[src/rtl/dmem_bus_ctrl_if.sv]
// External word-memory bus between the data-memory controller and a
// variable-latency memory: request/ack handshake plus address and data.
interface dmem_bus_ctrl_if;
   logic        ext_req;
   logic        ext_we;
   logic [29:0] ext_addr;
   logic [31:0] ext_wdata;
   logic [31:0] ext_rdata;
   logic        ext_ack;

   modport master (
      output ext_req,
      output ext_we,
      output ext_addr,
      output ext_wdata,
      input  ext_rdata,
      input  ext_ack
   );

   modport slave (
      input  ext_req,
      input  ext_we,
      input  ext_addr,
      input  ext_wdata,
      output ext_rdata,
      output ext_ack
   );
endinterface

[src/rtl/dmem_bus_ctrl.sv]
// Data-memory bus controller: turns memory-stage loads/stores into req/ack
// transactions, stalling the single-cycle core until each one completes.
module dmem_bus_ctrl #(
   parameter int          TIMEOUT_CYCLES = 64,
   parameter logic [31:0] BAD_DATA       = 32'hDEADBEEF
) (
   input  logic                  CLK,
   input  logic                  Reset_L,
   input  logic [31:0]           Addr,
   input  logic [31:0]           WriteData,
   input  logic                  MemRead,
   input  logic                  MemWrite,
   output logic [31:0]           ReadData,
   output logic                  Stall,
   output logic                  AddrError,
   output logic                  TimeoutErr,
   dmem_bus_ctrl_if.master       ext
);

   localparam int                CNT_W        = $clog2(TIMEOUT_CYCLES) + 1;
   localparam logic [CNT_W-1:0]  TIMEOUT_LAST = CNT_W'(TIMEOUT_CYCLES - 1);

   typedef enum logic [1:0] {
      IDLE,
      BUSY,
      DONE
   } state_t;

   state_t           state;
   state_t           state_next;
   logic [CNT_W-1:0] count;
   logic             access;
   logic             aligned;
   logic             launch;
   logic             misaligned;
   logic             finish_ack;
   logic             finish_timeout;

   always_ff @(posedge CLK or negedge Reset_L) begin
      if (!Reset_L) begin
         state <= IDLE;
      end else begin
         state <= state_next;
      end
   end

   // Next state and per-cycle events; an ack on the timeout edge still wins.
   always_comb begin
      state_next     = state;
      launch         = 1'b0;
      misaligned     = 1'b0;
      finish_ack     = 1'b0;
      finish_timeout = 1'b0;
      access         = MemRead | MemWrite;
      aligned        = (Addr[1:0] == 2'b00);

      case (state)
         IDLE: begin
            if (access) begin
               if (aligned) begin
                  launch     = 1'b1;
                  state_next = BUSY;
               end else begin
                  misaligned = 1'b1;
               end
            end
         end
         BUSY: begin
            if (ext.ext_ack) begin
               finish_ack = 1'b1;
               state_next = DONE;
            end else if (count == TIMEOUT_LAST) begin
               finish_timeout = 1'b1;
               state_next     = DONE;
            end
         end
         DONE: begin
            state_next = IDLE;
         end
         default: begin
            state_next = IDLE;
         end
      endcase

      // Gated by reset so the core is released the instant reset asserts.
      Stall = Reset_L & access & aligned & (state != DONE);
   end

   always_ff @(posedge CLK or negedge Reset_L) begin
      if (!Reset_L) begin
         ReadData      <= 32'h0;
         AddrError     <= 1'b0;
         TimeoutErr    <= 1'b0;
         count         <= '0;
         ext.ext_req   <= 1'b0;
         ext.ext_we    <= 1'b0;
         ext.ext_addr  <= 30'h0;
         ext.ext_wdata <= 32'h0;
      end else begin
         AddrError <= misaligned;

         if (launch) begin
            ext.ext_addr  <= Addr[31:2];
            ext.ext_wdata <= WriteData;
            ext.ext_we    <= MemWrite;
            ext.ext_req   <= 1'b1;
            count         <= '0;
         end

         if (state == BUSY) begin
            count <= count + CNT_W'(1);
         end

         if (finish_ack) begin
            ext.ext_req <= 1'b0;
            if (!ext.ext_we) begin
               ReadData <= ext.ext_rdata;
            end
         end

         if (finish_timeout) begin
            ext.ext_req <= 1'b0;
            TimeoutErr  <= 1'b1;
            if (!ext.ext_we) begin
               ReadData <= BAD_DATA;
            end
         end
      end
   end

endmodule

[src/flat_wrapper.sv]
// flat-port wrapper written by rule: the top's interface ports become plain ports
module dmem_bus_ctrl_flat 
#(
   parameter int          TIMEOUT_CYCLES = 64,
   parameter logic [31:0] BAD_DATA       = 32'hDEADBEEF
)
  (CLK, Reset_L, Addr, WriteData, MemRead, MemWrite, ReadData, Stall, AddrError, TimeoutErr, ext_ext_req, ext_ext_we, ext_ext_addr, ext_ext_wdata, ext_ext_rdata, ext_ext_ack);
  dmem_bus_ctrl_if ext_i ();
  input  logic CLK;
  input  logic Reset_L;
  input  logic [31:0] Addr;
  input  logic [31:0] WriteData;
  input  logic MemRead;
  input  logic MemWrite;
  output logic [31:0] ReadData;
  output logic Stall;
  output logic AddrError;
  output logic TimeoutErr;
  output wire logic [$bits(ext_i.ext_req)-1:0] ext_ext_req;
  output wire logic [$bits(ext_i.ext_we)-1:0] ext_ext_we;
  output wire logic [$bits(ext_i.ext_addr)-1:0] ext_ext_addr;
  output wire logic [$bits(ext_i.ext_wdata)-1:0] ext_ext_wdata;
  input wire logic [$bits(ext_i.ext_rdata)-1:0] ext_ext_rdata;
  input wire logic [$bits(ext_i.ext_ack)-1:0] ext_ext_ack;
  assign ext_ext_req = ext_i.ext_req;
  assign ext_ext_we = ext_i.ext_we;
  assign ext_ext_addr = ext_i.ext_addr;
  assign ext_ext_wdata = ext_i.ext_wdata;
  assign ext_i.ext_rdata = ext_ext_rdata;
  assign ext_i.ext_ack = ext_ext_ack;
  dmem_bus_ctrl #(.TIMEOUT_CYCLES(TIMEOUT_CYCLES), .BAD_DATA(BAD_DATA)) u_core (.CLK(CLK), .Reset_L(Reset_L), .Addr(Addr), .WriteData(WriteData), .MemRead(MemRead), .MemWrite(MemWrite), .ReadData(ReadData), .Stall(Stall), .AddrError(AddrError), .TimeoutErr(TimeoutErr), .ext(ext_i));
endmodule
[config.mk]
export PLATFORM = sky130hd
export DESIGN_NAME = dmem_bus_ctrl_flat
export DESIGN_NICKNAME = d
export VERILOG_FILES = /design/src/rtl/dmem_bus_ctrl_if.sv /design/src/rtl/dmem_bus_ctrl.sv /design/src/flat_wrapper.sv
export SDC_FILE = /design/constraint.sdc
export NUM_CORES = 1
export LEC_CHECK = 0
export BUFFER_PORTS_ARGS = -buffer_cell sky130_fd_sc_hd__buf_4
export CORE_MARGIN = 4
export CORE_UTILIZATION = 40
export CTS_BUF_LIST = sky130_fd_sc_hd__clkbuf_16
export DETAILED_ROUTE_END_ITERATION = 12
export HOLD_SLACK_MARGIN = 0.05
export PLACE_DENSITY_LB_ADDON = 0.12
export SYNTH_ARGS = -nofsm -noshare
export SYNTH_HDL_FRONTEND = slang
export SYNTH_SLANG_ARGS = --single-unit
[constraint.sdc]
create_clock -name CLK -period 1.9 [get_ports CLK]
set_input_delay 0.19 -clock CLK [delete_from_list [all_inputs] [get_ports CLK]]
set_output_delay 0.19 -clock CLK [all_outputs]
set_load 0.05 [all_outputs]
==> qor.csv <==
metric;value;unit
status;finished clean;
Final WS setup;0.1639;ns
Setup TNS;0;ns
MaxCap Viol Count;0;
largest net degree at the start of global routing;108;
Hold Fails Final Rpt;0;
Mapped Area;4335;sq um
# setup viols final;0;
total CTS buffers;9;
RSZ-0062 raised after global routing;no;
clock sink count;107;
Vias/cell;4.799;
skew final;0.009585;ns
post-synthesis sequential area ratio;61.76;%
initial antenna violation count;0;
Endpoint, Worst Hold;u_core.ext.ext_addr[28]$_DFFE_PN0P_;
Syn Nets;429;
CTS tree;yes;
Die Width;112.1;um
Mapped Cells;327;
total die area;12570;sq um
Max VDD drop;697.0;uV
share of post-route cells with drive strength above 1;47.93;%
final hold slack;0.06434;ns
DRT iter0 DRCs;134;
period utilization;91.37;%
FF-to-FF path depth;4;
Antenna Cells;0;
pre-CTS setup slack;0.08747;ns
number of flops mapped to enable cells by yosys;0;
syn_area_per_cell;13.26;sq um
Area contributors post-synth;dfrtp_1 (62%), mux2_1 (9.6%), mux2_2 (6.8%);
WL per Instance;15.67;um
CP Class;reg2reg;
PD cells;1428;nW/um^2
top cell type's share of synthesized area;61.76;%
die height;112.1;um
crit start category;flop;
Final HPWL DP;7.637;mm
area post-placement;5984;sq um
H-tree levels;3;
Cell variety after synth;38;
Port Buf Inserts;199;
Post-DRT Antenna Nets;0;
final core utilization;60.28;%
Reg-to-Reg End;u_core.ext.ext_wdata[24]$_DFFE_PN0P_;
register bit total from synthesis;107;
row count;37;
later-pin clock latency in the skew report;0.34;ns
Final Total Pwr;9.008;mW
hold depth;2;
Setup Fix Bufs, Post-CTS;0;
flop-to-flop setup slack;0.16;ns
DR DRC count;0;
Worst R2R Start;u_core.state[1]$_DFFE_PN0P_;
P_leak;3.014;nW
synth warn;0;
fillers;848;
Final Non-Filler Cells;668;
design area;6307;sq um
Post-synth ARST share;100.0;%
relative slew slack;46.70;%
Hold Crit Start;Addr[30];
Routed WL;10.47;mm
area grow syn2layout;45.48;%
global route overflow;0;
nets;630;
Final Slew Violations;0;
core area;10460;sq um
cell taking the most area after synthesis;dfrtp_1;
Post-Place Cells;652;
root buf cell;clkbuf_16;
initial core utilization;41.44;%
fmax;576.0;MHz
Worst EP required;2.11;ns
DRT Pass-1 Iters;4;
Placer Congestion;0.7466;
routed via count;3206;
All-Layer GR Usage;16.41;%
Reg clk slew, reported paths;0.07;ns
fin crit period;1.736;ns
crit path max fanout;54;
Worst EP arrival;1.95;ns
Top FF cell, synth;dfrtp_1;
io pins;200;
clock buffer depth;2;
vias in the first global route;3388;
actual slew at the worst max-slew pin;0.7882;ns
global-route wire length before repair;16.91;mm
Worst setup EP type;flop;
Hold Path Class;in2reg;
## layer usage
layer  up-vias  wire length [um]  GRT usage (%)
li1       1557                 -              -
met1      1530              4352          20.95
met2       114              5147          26.58
met3         5               895          6.469
met4         0                72          3.606
met5         -                 0              0
## power breakdown
group          leakage, nW  switching [mW]  internal, mW
clock                0.150           0.778          1.14
sequential            1.30           0.342          2.85
combinational         1.57            2.59          1.31
## how the worst max path moves through the flow
| stage | start | end | slack, ns | cells past startpoint |
|---|---|---|---|---|
| 4_1_cts | u_core.state[0]$_DFFE_PN0P_ | u_core.ReadData[24]$_DFF_PN0_ | 0.08 | 4 |
| 3_5_place_dp | u_core.state[0]$_DFFE_PN0P_ | u_core.ReadData[24]$_DFF_PN0_ | 0.09 | 4 |
| 3_3_place_gp | u_core.state[0]$_DFFE_PN0P_ | u_core.ReadData[17]$_DFF_PN0_ | 0.10 | 4 |
| 6_report | u_core.state[1]$_DFFE_PN0P_ | u_core.ext.ext_wdata[24]$_DFFE_PN0P_ | 0.16 | 4 |
| 2_1_floorplan | Addr[1] | Stall | 0.02 | 3 |
| 5_1_grt | u_core.state[1]$_DFFE_PN0P_ | u_core.ext.ext_addr[29]$_DFFE_PN0P_ | 0.08 | 4 |
## Yosys cell counts, types with 2 or more instances
cell type / n
a21oi_1: 28
buf_2: 2
inv_1: 27
a22o_1: 8
buf_6: 5
o22ai_1: 24
mux2i_1: 4
nand2_1: 6
a21o_1: 8
mux2_1: 37
dfrtp_1: 107
mux2_2: 26
clkbuf_1: 12
buf_4: 2
o31ai_1: 4
o21ai_0: 2
nor2b_1: 2
or2_1: 2
nor2_1: 2
## final cells by class
class / instances / area [sq um] / share of cell area [%]
clock buffer: 9 / 225.2 / 3.571
multi-input combinational: 172 / 1440 / 22.83
inverter: 27 / 101.3 / 1.607
clock inverter: 6 / 81.33 / 1.289
sequential: 107 / 2678 / 42.45
timing repair buffer: 211 / 1612 / 25.55
tap: 136 / 170.2 / 2.698
## critical path: stages, from the launching register on
cell	delay, ns
dfrtp_1	0.40
or2_1	0.32
nor3_4	0.20
buf_12	0.31
mux2_2	0.37
## kinds of logic after synthesis
group           after synthesis  synth area share [%]
compound gates               79                 11.57
fa+ha+maj                     1                0.2886
simple gates                 25                 3.839
buf+inv                      48                 5.252
mux                          67                 17.29
flops                       107                 61.76
## timing repair
item,in CTS,in global routing
resized for setup,0,1
endpoints found under the setup margin,0,8
hold buffers,1,0
hold endpoints to repair,107,0
## cell usage in the layout (no fill, tap or decap), drive strengths merged, types with 2 or more instances in the layout
cell type	netlist	layout
clkinv	0	4
or2	2	2
mux2i	4	4
nor3	2	2
clkbuf	12	9
o31ai	4	4
nand2	6	6
a22o	8	8
buf	9	210
o22ai	24	24
dfrtp	107	107
bufinv	0	2
nor2b	2	2
mux2	63	63
nor3b	2	2
nor2	2	2
a21oi	28	28
a21o	8	8
inv	27	27
o21ai	2	2
## sequential cells by signal (all words and copies together), names as in the netlist
| register | count |
|---|---|
| u_core.AddrError | 1 |
| u_core.ext.ext_wdata | 32 |
| u_core.ext.ext_addr | 30 |
| u_core.ext.ext_req | 1 |
| u_core.TimeoutErr | 1 |
| u_core.ReadData | 32 |
| u_core.state | 2 |
| u_core.count | 7 |
| u_core.ext.ext_we | 1 |
Note: power is estimated with default switching activity, not from simulation.
